==> src/rtl/cpu_ctrl_pkg.sv <==
// cpu_ctrl_pkg: shared types and constants for the hardwired control sequencer.
//   state_t    : sequencer step encoding (IDLE, T0..T6, HALT, FAULT)
//   op_class_t : execute-phase behaviour class of an opcode
//   OP_*       : 5-bit opcodes found in ir[31:27]
//   *_LSB      : IR field offsets (op, Ra, Rb, Rc)
//   ctrl_t     : bundle of single-bit datapath controls plus halted
//   classify() : maps an opcode to its op_class_t
package cpu_ctrl_pkg;

   typedef enum logic [3:0] {
      ST_IDLE,
      ST_T0,
      ST_T1,
      ST_T2,
      ST_T3,
      ST_T4,
      ST_T5,
      ST_T6,
      ST_HALT,
      ST_FAULT
   } state_t;

   typedef enum logic [2:0] {
      OPC_BIN,
      OPC_UNARY,
      OPC_MULDIV,
      OPC_NOP,
      OPC_HALT,
      OPC_ILLEGAL
   } op_class_t;

   localparam logic [4:0] OP_ADD  = 5'b00011;
   localparam logic [4:0] OP_SUB  = 5'b00100;
   localparam logic [4:0] OP_SHR  = 5'b00101;
   localparam logic [4:0] OP_SHL  = 5'b00110;
   localparam logic [4:0] OP_ROR  = 5'b00111;
   localparam logic [4:0] OP_ROL  = 5'b01000;
   localparam logic [4:0] OP_AND  = 5'b01001;
   localparam logic [4:0] OP_OR   = 5'b01010;
   localparam logic [4:0] OP_MUL  = 5'b01111;
   localparam logic [4:0] OP_DIV  = 5'b10000;
   localparam logic [4:0] OP_NEG  = 5'b10001;
   localparam logic [4:0] OP_NOT  = 5'b10010;
   localparam logic [4:0] OP_NOP  = 5'b11010;
   localparam logic [4:0] OP_HALT = 5'b11011;

   localparam int unsigned OP_LSB = 27;
   localparam int unsigned RA_LSB = 23;
   localparam int unsigned RB_LSB = 19;
   localparam int unsigned RC_LSB = 15;
   localparam int unsigned RIDXW  = 4;

   typedef struct packed {
      logic pc_out;
      logic mar_in;
      logic inc_pc;
      logic pc_in;
      logic read;
      logic mdr_in;
      logic mdr_out;
      logic ir_in;
      logic y_in;
      logic z_in;
      logic zlo_in;
      logic zhi_in;
      logic zlo_out;
      logic zhi_out;
      logic hi_in;
      logic lo_in;
      logic zlow_sel;
      logic zhigh_sel;
      logic halted;
   } ctrl_t;

   function automatic op_class_t classify(input logic [4:0] op);
      case (op)
         OP_ADD, OP_SUB, OP_SHR, OP_SHL,
         OP_ROR, OP_ROL, OP_AND, OP_OR:  classify = OPC_BIN;
         OP_NEG, OP_NOT:                 classify = OPC_UNARY;
         OP_MUL, OP_DIV:                 classify = OPC_MULDIV;
         OP_NOP:                         classify = OPC_NOP;
         OP_HALT:                        classify = OPC_HALT;
         default:                        classify = OPC_ILLEGAL;
      endcase
   endfunction

endpackage

==> src/rtl/reg_onehot_dec.sv <==
// reg_onehot_dec: register index to one-hot enable decoder.
//   idx    in  IDXW   register number
//   en     in  1      0 forces an all-zero output
//   onehot out NREGS  bit idx set when en=1 (all zero if idx >= NREGS)
module reg_onehot_dec #(
   parameter int unsigned NREGS = 16,
   parameter int unsigned IDXW  = 4
) (
   input  logic [IDXW-1:0]  idx,
   input  logic             en,
   output logic [NREGS-1:0] onehot
);

   always_comb begin
      onehot = '0;
      for (int unsigned i = 0; i < NREGS; i++) begin
         onehot[i] = en && (idx == IDXW'(i));
      end
   end

endmodule

==> src/rtl/control_sequencer.sv <==
// control_sequencer: hardwired fetch/execute control unit for CPU_Datapath.
// Build option: define SEQ_SINGLE_STEP_EN to add the 'step' input; the
// sequencer then waits in T0 for a step rising edge per instruction.
// Ports:
//   clk, clr(async active-low), run(level), mem_rdy, ir[31:0]   inputs
//   step (only with SEQ_SINGLE_STEP_EN)                           input
//   PCout..IRin, Yin..Loin, ZLowSelect, ZHighSelect               1-bit controls
//   reg_in/reg_out  NREGS one-hot register enables
//   ALUSelection    OPW   ALU op code
//   halted          in HALT;  fault  sticky illegal-op / memory timeout
// All outputs are flops loaded with the decode of the next state, so each
// control is clean for the whole step and cleared immediately by clr.
module control_sequencer
   import cpu_ctrl_pkg::*;
#(
   parameter int unsigned NREGS   = 16,
   parameter int unsigned OPW     = 5,
   parameter int unsigned MEM_TMO = 15
) (
   input  logic             clk,
   input  logic             clr,
   input  logic             run,
   input  logic             mem_rdy,
`ifdef SEQ_SINGLE_STEP_EN
   input  logic             step,
`endif
   input  logic [31:0]      ir,
   output logic             PCout,
   output logic             MARin,
   output logic             IncPC,
   output logic             PCin,
   output logic             Read,
   output logic             MDRin,
   output logic             MDRout,
   output logic             IRin,
   output logic             Yin,
   output logic             Zin,
   output logic             ZLOin,
   output logic             ZHIin,
   output logic             ZLOout,
   output logic             ZHIout,
   output logic             HIin,
   output logic             Loin,
   output logic             ZLowSelect,
   output logic             ZHighSelect,
   output logic [NREGS-1:0] reg_in,
   output logic [NREGS-1:0] reg_out,
   output logic [OPW-1:0]   ALUSelection,
   output logic             halted,
   output logic             fault
);

   localparam int unsigned TMOW = $clog2(MEM_TMO + 1);
   localparam logic [TMOW-1:0] TMO_LAST = TMOW'(MEM_TMO - 1);

   state_t            state, nxt;
   logic [TMOW-1:0]   tmo, tmo_nxt;
   logic              run_q;
   ctrl_t             ctl_q, ctl_nxt;
   logic [OPW-1:0]    alu_q, alu_nxt;
   logic [NREGS-1:0]  ri_q, ro_q, ri_nxt, ro_nxt;
   logic              fault_q;
   logic              ri_en, ro_en;
   logic [RIDXW-1:0]  ri_idx, ro_idx;
   logic              step_go;
   state_t            go_t0;

   logic [OPW-1:0]    op;
   logic [RIDXW-1:0]  ra, rb, rc;
   op_class_t         cls;
   logic              unused_ir_bits;

   assign op  = ir[OP_LSB +: OPW];
   assign ra  = ir[RA_LSB +: RIDXW];
   assign rb  = ir[RB_LSB +: RIDXW];
   assign rc  = ir[RC_LSB +: RIDXW];
   assign cls = classify(op);
   assign unused_ir_bits = ^ir[RC_LSB-1:0];

`ifdef SEQ_SINGLE_STEP_EN
   logic step_q, armed;
   // A step edge arms one pass through T0; the arm is consumed on leaving T0.
   always_ff @(posedge clk or negedge clr) begin
      if (!clr) begin
         step_q <= 1'b0;
         armed  <= 1'b0;
      end else begin
         step_q <= step;
         armed  <= (armed && !(state == ST_T0 && nxt == ST_T1)) || (step && !step_q);
      end
   end
   assign step_go = armed;
`else
   assign step_go = 1'b1;
`endif

   // run=0 is honoured only at instruction boundaries.
   assign go_t0 = run ? ST_T0 : ST_IDLE;

   always_comb begin
      nxt     = state;
      tmo_nxt = '0;
      case (state)
         ST_IDLE:  if (run) nxt = ST_T0;
         ST_T0:    if (step_go) nxt = ST_T1;
         ST_T1: begin
            if (mem_rdy)             nxt = ST_T2;
            else if (tmo == TMO_LAST) nxt = ST_FAULT;
            else                      tmo_nxt = tmo + 1'b1;
         end
         ST_T2:    nxt = (cls == OPC_UNARY) ? ST_T4 : ST_T3;
         ST_T3: begin
            case (cls)
               OPC_BIN, OPC_MULDIV: nxt = ST_T4;
               OPC_NOP:             nxt = go_t0;
               OPC_HALT:            nxt = ST_HALT;
               default:             nxt = ST_FAULT;
            endcase
         end
         ST_T4:    nxt = ST_T5;
         ST_T5:    nxt = (cls == OPC_MULDIV) ? ST_T6 : go_t0;
         ST_T6:    nxt = go_t0;
         ST_HALT:  if (run && !run_q) nxt = ST_T0;
         ST_FAULT: nxt = ST_FAULT;
         default:  nxt = ST_IDLE;
      endcase
   end

   // Output decode of the next state; the registered copy is what the step sees.
   always_comb begin
      ctl_nxt = '0;
      alu_nxt = '0;
      ri_en   = 1'b0;
      ro_en   = 1'b0;
      ri_idx  = ra;
      ro_idx  = rb;
      case (nxt)
         ST_T0: begin
            ctl_nxt.pc_out   = 1'b1;
            ctl_nxt.mar_in   = 1'b1;
            ctl_nxt.inc_pc   = 1'b1;
            ctl_nxt.z_in     = 1'b1;
            ctl_nxt.zlo_in   = 1'b1;
            ctl_nxt.zlow_sel = 1'b1;
         end
         ST_T1: begin
            ctl_nxt.zlo_out = 1'b1;
            ctl_nxt.pc_in   = 1'b1;
            ctl_nxt.read    = 1'b1;
            ctl_nxt.mdr_in  = 1'b1;
         end
         ST_T2: begin
            ctl_nxt.mdr_out = 1'b1;
            ctl_nxt.ir_in   = 1'b1;
         end
         ST_T3: begin
            if (cls == OPC_BIN || cls == OPC_MULDIV) begin
               ro_en        = 1'b1;
               ctl_nxt.y_in = 1'b1;
            end
         end
         ST_T4: begin
            ro_en            = 1'b1;
            ro_idx           = (cls == OPC_UNARY) ? rb : rc;
            alu_nxt          = op;
            ctl_nxt.z_in     = 1'b1;
            ctl_nxt.zlo_in   = 1'b1;
            ctl_nxt.zlow_sel = 1'b1;
            if (cls == OPC_MULDIV) begin
               ctl_nxt.zhi_in    = 1'b1;
               ctl_nxt.zhigh_sel = 1'b1;
            end
         end
         ST_T5: begin
            ctl_nxt.zlo_out = 1'b1;
            if (cls == OPC_MULDIV) ctl_nxt.lo_in = 1'b1;
            else                   ri_en = 1'b1;
         end
         ST_T6: begin
            ctl_nxt.zhi_out = 1'b1;
            ctl_nxt.hi_in   = 1'b1;
         end
         ST_HALT:  ctl_nxt.halted = 1'b1;
         default:  ;
      endcase
   end

   reg_onehot_dec #(.NREGS(NREGS), .IDXW(RIDXW)) u_dec_in (
      .idx(ri_idx), .en(ri_en), .onehot(ri_nxt)
   );

   reg_onehot_dec #(.NREGS(NREGS), .IDXW(RIDXW)) u_dec_out (
      .idx(ro_idx), .en(ro_en), .onehot(ro_nxt)
   );

   always_ff @(posedge clk or negedge clr) begin
      if (!clr) begin
         state   <= ST_IDLE;
         tmo     <= '0;
         run_q   <= 1'b0;
         ctl_q   <= '0;
         alu_q   <= '0;
         ri_q    <= '0;
         ro_q    <= '0;
         fault_q <= 1'b0;
      end else begin
         state   <= nxt;
         tmo     <= tmo_nxt;
         run_q   <= run;
         ctl_q   <= ctl_nxt;
         alu_q   <= alu_nxt;
         ri_q    <= ri_nxt;
         ro_q    <= ro_nxt;
         fault_q <= fault_q || (nxt == ST_FAULT);
      end
   end

   assign PCout        = ctl_q.pc_out;
   assign MARin        = ctl_q.mar_in;
   assign IncPC        = ctl_q.inc_pc;
   assign PCin         = ctl_q.pc_in;
   assign Read         = ctl_q.read;
   assign MDRin        = ctl_q.mdr_in;
   assign MDRout       = ctl_q.mdr_out;
   assign IRin         = ctl_q.ir_in;
   assign Yin          = ctl_q.y_in;
   assign Zin          = ctl_q.z_in;
   assign ZLOin        = ctl_q.zlo_in;
   assign ZHIin        = ctl_q.zhi_in;
   assign ZLOout       = ctl_q.zlo_out;
   assign ZHIout       = ctl_q.zhi_out;
   assign HIin         = ctl_q.hi_in;
   assign Loin         = ctl_q.lo_in;
   assign ZLowSelect   = ctl_q.zlow_sel;
   assign ZHighSelect  = ctl_q.zhigh_sel;
   assign halted       = ctl_q.halted;
   assign reg_in       = ri_q;
   assign reg_out      = ro_q;
   assign ALUSelection = alu_q;
   assign fault        = fault_q;

endmodule
==> config.mk <==
export PLATFORM = sky130hd
export DESIGN_NAME = control_sequencer
export DESIGN_NICKNAME = d
export VERILOG_FILES = /design/src/rtl/cpu_ctrl_pkg.sv /design/src/rtl/reg_onehot_dec.sv /design/src/rtl/control_sequencer.sv
export SDC_FILE = /design/constraint.sdc
export NUM_CORES = 1
export LEC_CHECK = 0
export ABC_AREA = 1
export BUFFER_PORTS_ARGS = -buffer_cell sky130_fd_sc_hd__buf_2
export CORE_ASPECT_RATIO = 1.5
export CORE_MARGIN = 3
export CORE_UTILIZATION = 30
export CTS_BUF_LIST = sky130_fd_sc_hd__clkbuf_16
export CTS_CLUSTER_SIZE = 30
export DETAILED_ROUTE_END_ITERATION = 10
export GPL_TIMING_DRIVEN = 1
export HOLD_SLACK_MARGIN = 0.05
export PLACE_DENSITY_LB_ADDON = 0.05
export SETUP_SLACK_MARGIN = 0.3
export SLEW_MARGIN = 20
export SYNTH_ARGS = -nofsm -noshare
export SYNTH_HDL_FRONTEND = slang
export SYNTH_SLANG_ARGS = --single-unit
==> constraint.sdc <==
create_clock -name clk -period 2 [get_ports clk]
set_input_delay 0.2 -clock clk [delete_from_list [all_inputs] [get_ports clk]]
set_output_delay 0.2 -clock clk [all_outputs]
set_load 0.02 [all_outputs]
======== Yosys cells after proc, flatten, opt, wreduce, memory -nomap -nowiden ========
Memories as Yosys holds them, arrays and structs flattened.
Cells that the tools add are included.
word-level totals
  logic and storage cells ................. 154
  register bits ........................... 65
  ROM bits ................................ 96
  memories kept ........................... 1
  output and inout port bits .............. 57
memory list
  name              depth  bits a word  read ports  clocked after memory_dff  wr ports  RTL line            text
  (name not given)  32     3            1           0                         0         cpu_ctrl_pkg.sv:76  case (op)
operators by class
  equal/unequal tests ..................... 53
  mux-type cells .......................... 31
  add/subtract/negate cells ............... 1
  reductions and logical operators ........ 43
operator list
  cell                                           count
  == test 4 bit, second input constant           21
  == test 4 x 3 -> 1 bit, second input constant  16
  case mux 4 bit (10 select lines)               1
  two-way mux 4 bit                              9
  logical AND 1 bit                              33
  == test 4 x 2 -> 1 bit, second input constant  8
  == test 4 x 1 -> 1 bit, second input constant  4
  zero test 4 bit                                3
  two-way mux 1 bit                              12
  case mux 4 bit (3 select lines)                1
  two-way mux 3 bit                              3
  == test 3 x 2 -> 1 bit, second input constant  2
  two-way mux 2 bit                              3
  OR reduction 2 bit                             3
  two-way mux 5 bit                              1
  adder 4 x 1 -> 4 bit, second input constant    1
  == test 3 x 1 -> 1 bit, second input constant  1
  == test 3 bit, second input constant           1
  zero test 3 bit                                1
  logical OR 1 bit                               2
  case mux 1 bit (2 select lines)                1
  zero test 1 bit                                1

======== Longest topological paths before layout ========
Gate-level depths: netlist of the first run.
An unclocked memory read counts as a cell.
  word-level depth ........................ 9
  gate-level depth with buffers ........... 16
  depth with buffers taken out ............ 16

======== Hierarchy ========
Synthesis of the first run repeated with hierarchy kept, for this count alone.
unflattened totals
  cell total of the unflattened synthesis .. 281
  area total of the unflattened synthesis .. 2,456.1 sq um
modules (own cells, without submodules)
  module             seq. area each (sq um)  area each (sq um)  cells each  instances
  control_sequencer  1,426.4                 2,198.4            215         1
  reg_onehot_dec     0.0                     128.9              33          2

======== Worst setup path after synthesis of the first run ========
No wires, ideal clock.
  path type ............................... register -> register
  start ................................... reg tmo[0]
  end ..................................... reg ro_q[10], in the netlist reg_out[10]
  library setup time ...................... 0.120 ns
  data required time ...................... 1.880 ns
  cell stages (with the launch flop) ...... 15
  period minus slack after synthesis ...... 1.712 ns
  path slack .............................. 0.288 ns
  data arrival time ....................... 1.592 ns
  path through ............................ dfrtp_1 > inv_1 > ha_1 > nand3_1 > nand3_1 > nand2_1 > nand2_1 > nor2_1 > nand2_2 > nor2_2 > nand3_2 > nand3_4 > nand2_4 > nand2_2 > nor2_1
on the way
  word-level cells in the longest chain between the ends .. 8
  elaborated cells between the ends (all ways) .. 10
  classes of those cells .................. eq/ne (4); mux (5); reduce/logical (1)
ends and longest elaborated chain
  what                                  RTL line                  text
  start, declared                       control_sequencer.sv:57   logic [TMOW-1:0] tmo, tmo_nxt;
  start signal, assigned                control_sequencer.sv:208  tmo <= tmo_nxt;
  == test 4 bit (*)                     control_sequencer.sv:108  else if (tmo == TMO_LAST) nxt = ST_FAULT;
  two-way mux 4 bit (*)                 control_sequencer.sv:108
  two-way mux 4 bit (*)                 control_sequencer.sv:107  if (mem_rdy) nxt = ST_T2;
  case mux 4 bit (10 select lines) (*)  control_sequencer.sv:103  case (state)
  via nxt[0]                            control_sequencer.sv:56   state_t state, nxt;
  == test 4 x 3 -> 1 bit                control_sequencer.sv:137  case (nxt)
  two-way mux 4 bit                     control_sequencer.sv:137
  == test 4 bit                         reg_onehot_dec.sv:17      onehot[i] = en && (idx == IDXW'(i));
  logical AND 1 bit (*)                 reg_onehot_dec.sv:17
  via ro_nxt[10]                        control_sequencer.sv:61   logic [NREGS-1:0] ri_q, ro_q, ri_nxt, ro_nxt;
  end signal, assigned                  control_sequencer.sv:213  ro_q <= ro_nxt;
  end, declared                         control_sequencer.sv:61
Mark *: on every way through the listed nets, which the timed path passes. The rest lies on a longest branch.

======== Worst setup path after layout of the first run ========
  start ................................... reg tmo[0]
  end ..................................... reg ro_q[9], in the netlist reg_out[9]
Same word-level chain as after synthesis.

==> results of run 1 <==
-- cell usage after synthesis, types with 2 or more instances --
library cell / instances / share of area
or2_1: 4 / 0.010
nand4_1: 6 / 0.015
o21ai_2: 2 / 0.0072
nand2_2: 5 / 0.013
nand3_1: 16 / 0.033
nand2_1: 37 / 0.057
buf_4: 9 / 0.028
nor2_1: 60 / 0.092
inv_2: 9 / 0.014
dfrtp_1: 57 / 0.59
ha_1: 2 / 0.010
inv_1: 26 / 0.040
nand3_4: 2 / 0.014
a21oi_1: 2 / 0.0041
nand3_2: 3 / 0.012
nor2_2: 3 / 0.0077
o21ai_0: 2 / 0.0041
nor3_1: 7 / 0.014
-- where the power goes --
| part | internal [µW] | leakage, µW | total [µW] | switching [µW] |
|---|---|---|---|---|
| Sequential | 1280 | 0.000781 | 1350 | 68.8 |
| Combinational | 564 | 0.00105 | 1530 | 965 |
| Clock | 1070 | 0.000148 | 1580 | 510 |
-- what timing repair did --
item                       in CTS  in global routing
hold buffers                    2                  0
cloned                          0                  0
gates resized for setup        21                 33
setup endpoints to repair      26                 29
setup buffers                   5                  5
hold endpoints to repair       22                  0
pin swaps                       6                  5
-- cell families after synthesis --
kind of cell / after synthesis
AO/OA/AOI/OAI: 9
flip-flops: 57
XOR/XNOR: 2
AND/OR/NAND/NOR: 148
adder cells (fa/ha/maj): 2
buffers and inverters: 44
-- layer usage --
layer | part of all wire | global-route usage | vias up
li1 | - | - | 1009
met1 | 0.40 | 0.151 | 926
met2 | 0.52 | 0.219 | 58
met3 | 0.062 | 0.0509 | 8
met4 | 0.019 | 0.0619 | 0
met5 | 0 | 0 | -
-- sequential cells by signal, summed over array words and instances, names as in the netlist, 4 cells and up --
signal,cells
reg_in,16
state,4
tmo,4
ALUSelection,5
reg_out,16
-- through the flow --
| stage | power [µW] | instance area [µm²] | cells | TNS [ps] | utilization |
|---|---|---|---|---|---|
| CTS | 4290 | 3410 | 463 | 0 | 0.439 |
| detailed placement | 2520 | 2960 | 440 | 0 | 0.381 |
| floorplan | 2140 | 2440 | 262 | 0 | - |
| global placement | 2520 | 2960 | 440 | 0 | 0.381 |
| global route | 4740 | 3570 | 468 | -380 | 0.460 |
| finish | 4460 | 3570 | 468 | 0 | 0.460 |
-- area by class of cell --
type | instances | area (µm²) | area share
Clock inverter | 7 | 86.3 | 0.0242
Clock buffer | 9 | 225 | 0.0631
Inverter | 35 | 134 | 0.0375
Tap cell | 102 | 128 | 0.0358
Sequential cell | 57 | 1430 | 0.400
Multi-Input combinational cell | 161 | 1010 | 0.284
Timing Repair Buffer | 97 | 557 | 0.156
-- tightest hold or removal path, delay by kind of cell --
kind | cells | cell delay [ps]
simple gates | 1 | 30
buf+inv | 2 | 180
-- worst min-delay path by stage --
stage	endpoint	slack, ps	start	cells after the start
2_1_floorplan	ALUSelection[0]	-100	clr	0
3_3_place_gp	reg_in[4]	200	clr	1
3_5_place_dp	reg_in[4]	210	clr	1
4_1_cts	ALUSelection[1]	110	ir[28]	3
5_1_grt	ALUSelection[4]	140	ir[31]	3
6_report	ALUSelection[1]	130	ir[28]	3
==> flow_metrics.tcl, run 1 <==
set metrics [dict create \
    ys_async_sr_fraction 1.00 \
    hold_ws_ps 133 \
    cp.depth 15 \
    max_slew_margin 0.651 \
    synth_xor_area_frac 0.00719 \
    finalWirelength_um 5720 \
    tightest_slew_ps 523 \
    ys.flop_type "dfrtp_1" \
    die_width_um 79.6 \
    cap_violations 0 \
    reg2reg_depth 15 \
    worstPathRequired_ps 2210 \
    muxShareOfSynthArea 0 \
    port-buffer-count 77 \
    clockRootBuffer "clkbuf_16" \
    critPathMaxStageDelay_ps 350 \
    ir_worst_vdd_mv 0.773 \
    grt_max_degree 37 \
    syn_area_um2 2430 \
    worstPathCellList "inv_1 -> ha_2 -> nand3_4 -> nand3_2 -> nand2_1 -> nand2_1 -> nor2_1 -> nand2_2 -> nor2_4 -> buf_4 -> nand3_4 -> nand3_4 -> nand2_8 -> nand2_4 -> nor2_1" \
    synth_edf_count 0 \
    final_cell_mix "buf_2 (77), dfrtp_1 (56), nor2_1 (44)" \
    clockBufferDepth 2 \
    ant_nets 0 \
    dpl.hpwl_um 4200 \
    r2r_start "tmo[0]" \
    synth-compound-area-share 0.0242 \
    vias 2001 \
    hp-class "input port to flop" \
    path_common_cell "nand3_4" \
    setup_viol 0 \
    critPathLaunch "tmo[0]" \
    first_pass_iters 4 \
    drt_iter0_markers 76 \
    clk_pin_slew_ps 50 \
    synth_top_family_by_area "simple AND/OR/NAND/NOR gates" \
    reg2reg_to "reg_out[9]" \
    fin_skew_ps 9.47 \
    grt_overflow 0 \
    synthAdderAreaFrac 0.0103 \
    syn_to_final_growth_pct 46.6 \
    n_antenna_cell 0 \
    layout.nets 399 \
    final_common_cell "buf_2" \
    cts.sinks 57 \
    ys_seq_area_frac 0.586 \
    period_needed_ps 1900 \
    drv_slew 0 \
    synth_cell_types 28 \
    syn_avg_cell_area_um2 9.29 \
    ff2ff_setup_slack_ps 100 \
    yosys.area_share.simple 0.291 \
    grt_pass1_vias 1960 \
    fillers 784 \
    startpoint_type "flop" \
    status "completed" \
    drc_errors 0 \
    path_delay_family "simple AND/OR/NAND/NOR gates" \
    critPathArrivalTime_ps 2110 \
    critPathBufInv 2 \
    ys_warn_count 0 \
    ios 93 \
    hold_viol 0 \
    rsz0062_at_grt "true" \
    dp_slack_ps 57.8 \
    via_per_inst 4.28 \
    synth-seq-cells 57 \
    endpoint_kind "flop" \
    gr-usage-all-layers 0.133 \
    worstSetupEndpoint "reg_out[9]" \
    row_count 39 \
    cts_tree "done" \
    power_density_nw_per_um2 1250 \
    die_y_um 116 \
    synth_cells 262 \
    htree_levels 3 \
    timing.final.ws_setup_ps 101 \
    grt_pass1_wl_um 9270 \
    dieArea_um2 9260 \
    power.leakage_uw 0.00197 \
    syn_nets 300 \
    cp_slowest_cell "dfrtp_1" \
    fmax_mhz 526 \
    antenna_found_initial 0 \
    clock_latency_ps 320 \
    fin_crit_sh 0.950 \
    drive_gt1_frac 0.470 \
    gp_congestion 0.783 \
    path_max_fanout 4 \
    path_class "flop to flop" \
    wl_per_cell_um 12.2 \
    cts_made_buffers 9 \
    start_util 0.314 \
    core-area_um2 7760 \
]
No activity file was read; power rests on OpenSTA's default activity.
==> run 2, diff against run 1 <==
--- a/config.mk
+++ b/config.mk
@@ -16,7 +16,7 @@
 export GPL_TIMING_DRIVEN = 1
 export HOLD_SLACK_MARGIN = 0.05
 export PLACE_DENSITY_LB_ADDON = 0.05
-export SETUP_SLACK_MARGIN = 0.3
+export SETUP_SLACK_MARGIN = 0.1
 export SLEW_MARGIN = 20
 export SYNTH_ARGS = -nofsm -noshare
 export SYNTH_HDL_FRONTEND = slang
==> run 2 against run 1 <==
  * Design area fell by 5.7%
  * Sequential share of layout area rose by 2.4 points
  * Utilization fell by 2.6 points
  * Critical path type unchanged
  * Fmax rose by 5.3%
  * Global-route usage fell by 0.67 points
  * Highest routed layer unchanged
  * Via count fell by 1.5%
  * Register-to-register slack improved by 95 ps
  * Non-clock buffer count fell by 6
  * Critical path depth fell by 1
  * Die area did not move
  * Sequential power barely moved
==> flow_metrics.tcl, run 2 (synthesis results as in run 1) <==
set metrics [dict create \
    antenna_found_initial 0 \
    die_width_um 79.6 \
    final_common_cell "buf_2" \
    via_per_inst 4.28 \
    power.leakage_uw 0.00190 \
    drv_slew 0 \
    fmax_mhz 554 \
    final_cell_mix "buf_2 (77), dfrtp_1 (57), nor2_1 (52)" \
    fillers 768 \
    cp_slowest_cell "dfrtp_1" \
    cts.sinks 57 \
    clockRootBuffer "clkbuf_16" \
    port-buffer-count 77 \
    power_switching_uw 1370 \
    grt_pass1_wl_um 8720 \
    final_cells 461 \
    gr-usage-all-layers 0.126 \
    power_switching_share 0.352 \
    tightest_slew_ps 381 \
    dp_cells 441 \
    finalWirelength_um 5410 \
    clockBufferDepth 2 \
    n_antenna_cell 0 \
    hold_ws_ps 134 \
    ir_worst_vdd_mv 0.527 \
    drive_gt1_frac 0.415 \
    p_seq_frac 0.347 \
    syn_to_final_growth_pct 38.2 \
    critPathArrivalTime_ps 2050 \
    drc_errors 0 \
    ant_nets 0 \
    vias 1971 \
    cts_tree "done" \
    critPathMaxStageDelay_ps 390 \
    rsz0062_at_grt "true" \
    critPathBufInv 0 \
    power_density_nw_per_um2 1150 \
    fin_skew_ps 5.87 \
    fin_crit_sh 0.902 \
    hp-class "input port to flop" \
    wl_per_cell_um 11.7 \
    drt_iter0_markers 28 \
    path_delay_family "simple AND/OR/NAND/NOR gates" \
    clock_latency_ps 320 \
    grt_overflow 0 \
    startpoint_type "flop" \
    start_util 0.314 \
    row_count 39 \
    max_slew_margin 0.744 \
    fin_area_um2 3360 \
    dieArea_um2 9260 \
    fin_setup_tns_ps 0 \
    place_area_um2 2960 \
    ios 93 \
    pwr-share-comb 0.321 \
    clock_power_share 0.332 \
    path_max_fanout 4 \
    gp_congestion 0.814 \
    endpoint_kind "flop" \
    hold_viol 0 \
    p_int_uw 2520 \
    cts_made_buffers 9 \
    period_needed_ps 1800 \
    status "completed" \
    setup_viol 0 \
    htree_levels 3 \
    die_y_um 116 \
    clk_pin_slew_ps 50 \
    grt_max_degree 34 \
    first_pass_iters 4 \
    cap_violations 0 \
    path_class "flop to flop" \
    core-area_um2 7760 \
    worstPathCellList "ha_2 -> nand3_4 -> nand3_2 -> nand2_2 -> nand2_1 -> nor2_1 -> nand2_2 -> nor2_4 -> nand2_1 -> nor2_1 -> nand3_2 -> nand2_4 -> nand2_2 -> nor2_1" \
    worstPathRequired_ps 2250 \
    grt_pass1_vias 1883 \
    layout.nets 393 \
    dpl.hpwl_um 4200 \
]
-- run 2: worst reg2reg max path, delay by kind of cell (launching register included) --
| kind | cells | cell delay (ps) |
|---|---|---|
| adder cells (fa/ha/maj) | 1 | 190 |
| flip-flops | 1 | 390 |
| AND/OR/NAND/NOR | 13 | 1150 |
-- run 2: path summary, 6_finish.rpt --
path,from,end,slack [ps],cells past startpoint
min,ir[31],ALUSelection[4],130,3
max in group asynchronous,clr,HIin,1260,3
max,tmo[1],reg_out[14],200,14
min in group asynchronous,clr,reg_in[7],250,2
max reg2reg,tmo[1],reg_out[14],200,14
min reg2reg,fault,fault,470,1
-- run 2: repair_timing --
item	4_1_cts	5_1_grt
hold buffers	2	0
endpoints found under the hold margin	58	0
setup buffers	0	3
gates resized for setup	3	26
pin swaps	1	7
setup endpoints to repair	16	24
-- run 2: power by group through the flow --
stage / Combinational, µW / Clock (µW) / Sequential (µW)
3_3_place_gp: 1160 / 0 / 1360
6_report: 1250 / 1290 / 1350
5_1_grt: 1390 / 1390 / 1360
2_1_floorplan: 678 / 0 / 1470
4_1_cts: 1180 / 1340 / 1340
3_5_place_dp: 1160 / 0 / 1360
-- run 2: layer usage --
layer / track usage / wire length, µm / vias to the layer above
met5: 0 / 0 / -
met2: 0.221 / 2850 / 49
met4: 0.0585 / 104 / 0
li1: - / - / 993
met1: 0.136 / 2140 / 921
met3: 0.0424 / 313 / 8
-- run 2: area by class of cell --
class,count,area (µm²),share of cell area
multi-input cells,161,913,0.271
flip-flops and latches,57,1430,0.424
inverters,35,131,0.0390
well taps,102,128,0.0379
clock buffers,9,225,0.0669
repair buffers,91,512,0.152
clock inverters,6,28.8,0.00855
-- run 2: through the flow --
step	power (µW)	setup WS [ps]	utilization
6_report	3880	196	0.434
5_1_grt	4150	26.6	0.434
4_1_cts	3870	109	0.419
3_5_place_dp	2530	43.9	0.382
3_3_place_gp	2520	53.9	0.382
2_1_floorplan	2150	288	-
